==> src/rtl/bit_count_feeder.sv <==
// bit_count_feeder: buffers 32-bit producer words in a small FIFO and hands them one
// at a time to the bit-counter stage over its Valid/Ready handshake. Each count is
// returned on the result port with a wrapping sequence tag.
// Optional build macro BCF_TIMEOUT_EN adds a watchdog on the two wait states: a stuck
// counter produces a 6'h3F result, sets the sticky err flag and returns the FSM to idle.
module bit_count_feeder #(
    parameter int unsigned DEPTH   = 4,
    parameter int unsigned TAG_W   = 4,
    parameter int unsigned TIMEOUT = 15
) (
    input  logic                     clk,
    input  logic                     rst,
    input  logic                     in_valid,
    input  logic [31:0]              in_data,
    output logic                     in_ready,
    output logic                     cnt_valid,
    output logic [31:0]              cnt_data,
    input  logic                     cnt_ready,
    input  logic [31:0]              cnt_result,
    output logic                     res_valid,
    output logic [5:0]               res_data,
    output logic [TAG_W-1:0]         res_tag,
    output logic [$clog2(DEPTH):0]   fill,
    output logic                     busy,
    output logic                     err
);

    localparam int unsigned AW = $clog2(DEPTH);
    localparam int unsigned FW = AW + 1;

    typedef enum logic [1:0] {
        StIdle,
        StIssue,
        StWaitLow,
        StWaitHigh
    } state_t;

    // FIFO storage and bookkeeping
    logic [31:0]      r_mem [DEPTH];
    logic [AW-1:0]    r_wr_ptr;
    logic [AW-1:0]    r_rd_ptr;
    logic [FW-1:0]    r_fill;

    // FSM and registered outputs
    state_t           r_state;
    logic             r_cnt_valid;
    logic [31:0]      r_cnt_data;
    logic             r_res_valid;
    logic [5:0]       r_res_data;
    logic [TAG_W-1:0] r_res_tag;
    logic [TAG_W-1:0] r_issue_tag;
    logic [TAG_W-1:0] r_tag;

    logic             w_full;
    logic             w_empty;
    logic             w_push;
    logic             w_pop;
    logic             w_in_wait;
    logic             w_wait_exit;
    logic             w_timeout;
    logic             w_unused;

    // Full/empty come from the registered occupancy only, so a pop never frees a slot
    // for a push in the same cycle.
    assign w_full   = (r_fill == FW'(DEPTH));
    assign w_empty  = (r_fill == '0);
    assign w_push   = in_valid && !w_full;
    assign w_pop    = (r_state == StIdle) && !w_empty && cnt_ready;

    assign w_in_wait   = (r_state == StWaitLow) || (r_state == StWaitHigh);
    assign w_wait_exit = ((r_state == StWaitLow) && !cnt_ready) ||
                         ((r_state == StWaitHigh) && cnt_ready);

    // Only the low six result bits carry the count.
    assign w_unused = ^{cnt_result[31:6], (TIMEOUT == 0)};

    // FIFO data write; contents need no reset because the pointers define validity
    always_ff @(posedge clk) begin
        if (w_push) begin
            r_mem[r_wr_ptr] <= in_data;
        end
    end

    // FIFO pointers and occupancy
    always_ff @(posedge clk) begin
        if (rst) begin
            r_wr_ptr <= '0;
            r_rd_ptr <= '0;
            r_fill   <= '0;
        end else begin
            if (w_push) begin
                r_wr_ptr <= r_wr_ptr + AW'(1);
            end
            if (w_pop) begin
                r_rd_ptr <= r_rd_ptr + AW'(1);
            end
            if (w_push && !w_pop) begin
                r_fill <= r_fill + FW'(1);
            end else if (!w_push && w_pop) begin
                r_fill <= r_fill - FW'(1);
            end
        end
    end

    // Issue/wait FSM with registered handshake and result outputs
    always_ff @(posedge clk) begin
        if (rst) begin
            r_state     <= StIdle;
            r_cnt_valid <= 1'b0;
            r_cnt_data  <= '0;
            r_res_valid <= 1'b0;
            r_res_data  <= '0;
            r_res_tag   <= '0;
            r_issue_tag <= '0;
            r_tag       <= '0;
        end else begin
            r_res_valid <= 1'b0;
            unique case (r_state)
                StIdle: begin
                    if (w_pop) begin
                        r_cnt_data  <= r_mem[r_rd_ptr];
                        r_cnt_valid <= 1'b1;
                        r_issue_tag <= r_tag;
                        r_tag       <= r_tag + TAG_W'(1);
                        r_state     <= StIssue;
                    end
                end
                StIssue: begin
                    r_cnt_valid <= 1'b0;
                    r_state     <= StWaitLow;
                end
                StWaitLow: begin
                    // Counter acknowledges the start pulse by dropping Ready.
                    if (!cnt_ready) begin
                        r_state <= StWaitHigh;
                    end else if (w_timeout) begin
                        r_res_valid <= 1'b1;
                        r_res_data  <= 6'h3F;
                        r_res_tag   <= r_issue_tag;
                        r_state     <= StIdle;
                    end
                end
                StWaitHigh: begin
                    // Ready returning high marks the count as complete.
                    if (cnt_ready) begin
                        r_res_valid <= 1'b1;
                        r_res_data  <= cnt_result[5:0];
                        r_res_tag   <= r_issue_tag;
                        r_state     <= StIdle;
                    end else if (w_timeout) begin
                        r_res_valid <= 1'b1;
                        r_res_data  <= 6'h3F;
                        r_res_tag   <= r_issue_tag;
                        r_state     <= StIdle;
                    end
                end
                default: begin
                    r_state <= StIdle;
                end
            endcase
        end
    end

`ifdef BCF_TIMEOUT_EN
    localparam int unsigned TW = $clog2(TIMEOUT + 1);

    logic [TW-1:0] r_wd_cnt;
    logic          r_err;

    // Fires on the last allowed cycle in a wait state unless the state is being left anyway.
    assign w_timeout = w_in_wait && !w_wait_exit && (r_wd_cnt == TW'(TIMEOUT - 1));

    // Watchdog: counts cycles in the current wait state; err is sticky until reset
    always_ff @(posedge clk) begin
        if (rst) begin
            r_wd_cnt <= '0;
            r_err    <= 1'b0;
        end else begin
            if (!w_in_wait || w_wait_exit) begin
                r_wd_cnt <= '0;
            end else begin
                r_wd_cnt <= r_wd_cnt + TW'(1);
            end
            if (w_timeout) begin
                r_err <= 1'b1;
            end
        end
    end

    assign err = r_err;
`else
    assign w_timeout = 1'b0;
    assign err       = 1'b0;
`endif

    assign in_ready  = !w_full;
    assign cnt_valid = r_cnt_valid;
    assign cnt_data  = r_cnt_data;
    assign res_valid = r_res_valid;
    assign res_data  = r_res_data;
    assign res_tag   = r_res_tag;
    assign fill      = r_fill;
    assign busy      = (r_state != StIdle);

endmodule

==> config.mk <==
export PLATFORM = sky130hd
export DESIGN_NAME = bit_count_feeder
export DESIGN_NICKNAME = d
export VERILOG_FILES = /design/src/rtl/bit_count_feeder.sv
export SDC_FILE = /design/constraint.sdc
export NUM_CORES = 1
export LEC_CHECK = 0
export BUFFER_PORTS_ARGS = -buffer_cell sky130_fd_sc_hd__clkbuf_2
export CAP_MARGIN = 20
export CELL_PAD_IN_SITES_DETAIL_PLACEMENT = 1
export CELL_PAD_IN_SITES_GLOBAL_PLACEMENT = 2
export CORE_UTILIZATION = 39
export CTS_CLUSTER_DIAMETER = 200
export DETAILED_ROUTE_END_ITERATION = 7
export GPL_ROUTABILITY_DRIVEN = 1
export PLACE_DENSITY_LB_ADDON = 0.1
export SLEW_MARGIN = 40
export SYNTH_ARGS = -nofsm -noshare
export SYNTH_HDL_FRONTEND = slang
export SYNTH_SLANG_ARGS = --single-unit
==> constraint.sdc <==
create_clock -name clk -period 2.7 [get_ports clk]
set_input_delay 0.27 -clock clk [delete_from_list [all_inputs] [get_ports clk]]
set_output_delay 0.27 -clock clk [all_outputs]
set_load 0.03 [all_outputs]
Yosys cells after proc, flatten, opt, wreduce, memory -nomap -nowiden
Memory sizes are Yosys's and may differ from the RTL's. A register that Yosys moved wholly into a read port is not among the register bits.
Cells that the tools add are included.
{ "totals": {"register_bits": 29, "ram_bits": 128, "memories": 1, "input_bits": 68, "wordCells": 54} }
{ "mem_list": {"columns": ["memory", "depth", "word_bits", "read_ports", "rd_ports_with_merged_regs", "write_ports", "line_no", "rtl"], "rows": [
  ["r_mem", 4, 32, 1, 1, 1, "39", "logic [31:0] r_mem [DEPTH];"]
]} }
{ "classes": {"eq_ne": 7, "addsub": 5, "n_reduce_logical": 19, "bitwise": 1, "n_mux": 11} }
{ "ops": {"columns": ["op", "n"], "rows": [
  ["one-hot mux 2 bit (4 select lines)", 1],
  ["2-to-1 mux 2 bit", 3],
  ["2-to-1 mux 3 bit", 2],
  ["!= test 2 bit, second input constant", 3],
  ["AND reduction 2 bit", 3],
  ["nonzero test 2 bit", 3],
  ["logical AND 1 bit", 5],
  ["adder 2 x 1 -> 2 bit, second input constant", 2],
  ["adder 4 x 1 -> 4 bit, second input constant", 1],
  ["== test 2 bit, second input constant", 2],
  ["zero test 1 bit", 4],
  ["2-to-1 mux 1 bit", 4],
  ["adder 3 x 1 -> 3 bit, second input constant", 1],
  ["== test 3 bit, second input constant", 1],
  ["zero test 3 bit", 1],
  ["AND reduction 3 bit", 1],
  ["subtractor 3 x 1 -> 3 bit, second input constant", 1],
  ["== test 2 x 1 -> 1 bit, second input constant", 1],
  ["zero test 2 bit", 1],
  ["one-hot mux 1 bit (2 select lines)", 1],
  ["OR reduction 2 bit", 1],
  ["inverter 1 bit", 1]
]} }

Depth between registers and ports, before layout
{ "logic_depth": {"depth_word": 7, "ltp_mapped": 11, "mapped_depth_nobuf": 10} }

Worst setup path before layout
Ideal clock, no wire load.
{ "synth_path": {"kind": "register to register", "start": "register r_fill[0], in the netlist fill[0]", "end": "memory r_mem[0][0] (enable)", "stages_incl_launch_ff": 4, "slack_ps": 349, "arrival_ps": 1959, "setup_ps": 392, "period_less_slack_ps": 2351, "path_cell_list": "dfxtp_1 > nor3b_1 > inv_1 > and3_1"} }
{ "synth_via": {"elab_chain_len": 5} }
{ "synth_rtl": {"columns": ["item", "line_no", "rtl"], "rows": [
  ["start, declared", "42", "logic [FW-1:0] r_fill;"],
  ["start signal, assigned", "98", "r_fill <= r_fill + FW'(1);"],
  ["start signal, assigned", "100", "r_fill <= r_fill - FW'(1);"],
  ["== test 3 bit", "65", "assign w_full = (r_fill == FW'(DEPTH));"],
  ["zero test 1 bit", null, null],
  ["via in_ready", "15", "output logic in_ready,"],
  ["logical AND 1 bit", "67", "assign w_push = in_valid && !w_full;"],
  ["2-to-1 mux 1 bit", "79", "if (w_push) begin"],
  ["2-to-1 mux 1 bit (implied by the code)", "80", "r_mem[r_wr_ptr] <= in_data;"],
  ["end, declared", "39", null]
]} }
The timed path passes the listed nets, and every way through them passes these cells.

Worst setup path after layout
{ "layout_path": {"start": "register r_state[0]", "end": "register r_fill[2], in the netlist fill[2]"} }
{ "layout_via": {"elab_chain_len": 6, "elab_cells_between_ends": 8, "cone_classes": "mux: 1; reduce/logical: 7"} }
{ "layout_rtl": {"columns": ["item", "line_no", "rtl"], "rows": [
  ["start, declared", "45", "state_t r_state;"],
  ["start signal, assigned", "108", "r_state <= StIdle;"],
  ["start signal, assigned", "125", "r_state <= StIssue;"],
  ["start signal, assigned", "130", "r_state <= StWaitLow;"],
  ["zero test 2 bit (*)", "68", "assign w_pop = (r_state == StIdle) && !w_empty && cnt_ready;"],
  ["logical AND 1 bit (*) (2 in series)", "68", null],
  ["zero test 1 bit", "97", "if (w_push && !w_pop) begin"],
  ["logical AND 1 bit", "97", null],
  ["2-to-1 mux 3 bit / nonzero test 2 bit (equally long branches)", null, null]
]} }
Mark *: on every way between the ends. The rest lies on a longest branch, timed or not.
A chain may end at the register's enable or synchronous reset.

==> metrics.txt <==
Hold-fix buffers, CTS=0; clock sinks=189; first-pass GRT wire length=22600 um; fin crit period=2250 ps; root buffer selected by CTS=clkbuf_16; period utilisation layout=83.4%; Setup crit end kind=flop; Final ANT Viol Nets=0; Die Y=137 um; Max-Cap Viols=0; routing usage on met1=20.3%; endpoint arrival time on the critical path=2610 ps; area delta synth->final=18.0%; hpwl dp=8510 um; TritonCTS clock tree=built; Max transition margin=63.5%; largest net degree at the start of global routing=46; Worst-path clk slew=80 ps; Post-synth EDFFs=128; Post-route DRC=0; min-delay src=in_data[18]; Slew Limit Fails=0; clock skew=9.78 ps; P_leak=0.00294 uW; Num CTS Buffers=17; 1st-iter DRT viols=211; initial antenna violation count=0; distinct cell type count after synthesis=29; gpl congestion=0.691; Wirelength per Cell=18.1 um; global route overflow=0; Worst Hold Class=in -> reg; CORE AREA=17500 sq um; unrepaired setup endpoints after global routing=false; Worst VDD drop=0.579 mV; #FFs+latches synth=189; Total GRT Usage=16.8%; chip width=137 um; # IOs=118; Sequential cell area=5070 sq um; layout cells sized above 1=30.4%; predominant post-synthesis flop cell=edfxtp_1; row count=48; H-tree depth=4; setup_tns=0 ps; worst setup path startpoint=r_state[0]$_SDFFE_PP0P_; Startpoint Class=flop; grt peak-use layer=met2; Mapped Nets=544; Worst R2R Start=r_state[0]$_SDFFE_PP0P_; Post-Syn Area=7060 sq um; Final Hold Fails=0; Setup-failing EPs final=0; Clock Latency Late Sink=430 ps; Worst R2R Setup Slack=450 ps; number of global-route vias before repair=4156; DR pass1 iterations=4; dpl cells=763; crit path kind=reg -> reg; Clock Path Buffers=2; area of the multi-input gates=1780 sq um; fmax=0.444 GHz; synth warn=0; pwr dens=966 nW/um^2; Post-CTS Setup Repair Bufs=0; die area=18600 sq um; post-route insts no fill=795; Async SR Flop Fraction=0%; FILL cells=1744; Initial Util=40.4%; M3 GR Usage=4.63%; via count=3969; synthesized instance count=464; PostCTS Resize Cnt=0; CP Max Fanout=5; Worst EP required=3060 ps; status=complete, no violations; n_diodes=0; IO buf count=90; final net count=637; final wirelength=14400 um; Mapped Avg Cell Area=15.2 sq um; register area share after synthesis=71.8%; vias per inst=4.99; Worst Tran Pin Value=547 ps; routing usage on met2=29.1%
-- worst max-delay path, stage by stage (launching register included) --
cell     delay (ps)
dfxtp_1         390
inv_1           100
ha_1            270
o311a_4         150
inv_4            50
ha_1            160
inv_1            60
fa_1            370
xor2_1          170
or3_1           300
a21oi_1         150
-- area by class of cell --
cell class                 instances  area share (%)
sequential                       189            60.9
multi-input combinational        237            21.4
timing repair buffer             100            6.91
clock buffer                      17            5.11
tap                              225            3.38
clock inverter                    15            1.80
inverter                          12           0.571
-- registers in the layout, summed over array words and instances, names as in the netlist --
name,count
res_tag,4
r_issue_tag,4
r_mem,128
res_data,6
r_wr_ptr,2
res_valid,1
r_state,2
r_tag,4
r_rd_ptr,2
fill,3
cnt_valid,1
cnt_data,32
-- metal layers --
layer | routed length (um) | up-vias
met4 | 142 | 0
met2 | 7240 | 90
li1 | - | 1884
met1 | 6320 | 1983
met5 | 0 | -
met3 | 648 | 12
-- path summary, 6_finish.rpt --
check                              endpoint  cells after the start
hold / removal       r_mem[1][18]$_DFFE_PP_                      1
hold reg to reg   cnt_data[15]$_SDFFE_PP0P_                      2
setup reg to reg       fill[2]$_SDFFE_PP0P_                     10
setup / recovery       fill[2]$_SDFFE_PP0P_                     10
-- logic make-up after synthesis --
logic type | synth area share, %
and+or+nand+nor | 6.83
AOI/OAI and AO/OA | 5.04
buffers and inverters | 3.07
adders and majority gates | 2.23
xor gates and xnor gates | 0.372
muxes | 10.6
DFF | 71.8
other | 0.0531
-- where the power goes --
| group | internal [uW] | switching [uW] | leakage (uW) | total, uW |
|---|---|---|---|---|
| registers | 3470 | 206 | 0.00167 | 3670 |
| clock network | 1230 | 1160 | 0.000271 | 2390 |
| logic | 742 | 1240 | 0.000995 | 1980 |
| total | 5440 | 2610 | 0.00294 | 8050 |
-- placed cells by master (no fill, tap or decap), types with 2 or more instances in the layout --
cell type / synthesis / layout
clkbuf_2: 0 / 90
ha_1: 11 / 11
clkinvlp_4: 0 / 4
nor2_1: 5 / 5
nand2_1: 101 / 101
buf_12: 0 / 4
o21ai_0: 8 / 8
mux2i_1: 3 / 3
clkbuf_16: 0 / 17
buf_4: 1 / 6
nand3_1: 3 / 3
dfxtp_1: 61 / 59
and3_2: 0 / 4
a21oi_1: 55 / 55
mux4_2: 32 / 32
inv_8: 0 / 5
inv_6: 0 / 2
inv_1: 11 / 11
or3_1: 4 / 4
clkinv_8: 0 / 2
edfxtp_1: 128 / 128
xor2_1: 2 / 2
-- Yosys cell counts (3+ instances only) --
library cell,instances,area [sq um]
inv_1,11,41.3
ha_1,11,138
buf_6,8,90.1
o21ai_0,8,40.0
nand3_1,3,15.0
nand2_1,101,379
a21oi_1,55,275
clkbuf_1,6,22.5
and3_1,4,25.0
dfxtp_1,61,1220
nor2_1,5,18.8
buf_1,5,18.8
mux2i_1,3,30.0
mux4_2,32,721
buf_2,6,30.0
edfxtp_1,128,3840
or3_1,4,25.0
-- stage by stage --
step / hold slack (ps) / cell area [sq um] / worst slack (ps) / util [%] / total power [uW]
after floorplan: 369 / 7060 / 349 / - / 5210
after global placement: 441 / 7750 / 516 / 44.4 / 5730
after detailed placement: 448 / 7750 / 456 / 44.4 / 5790
after CTS: 30.6 / 8330 / 427 / 47.7 / 8200
after global routing: 33.9 / 8330 / 305 / 47.7 / 8480
final: 55.5 / 8330 / 448 / 47.7 / 8050
Power figures use the tool's default switching activity.
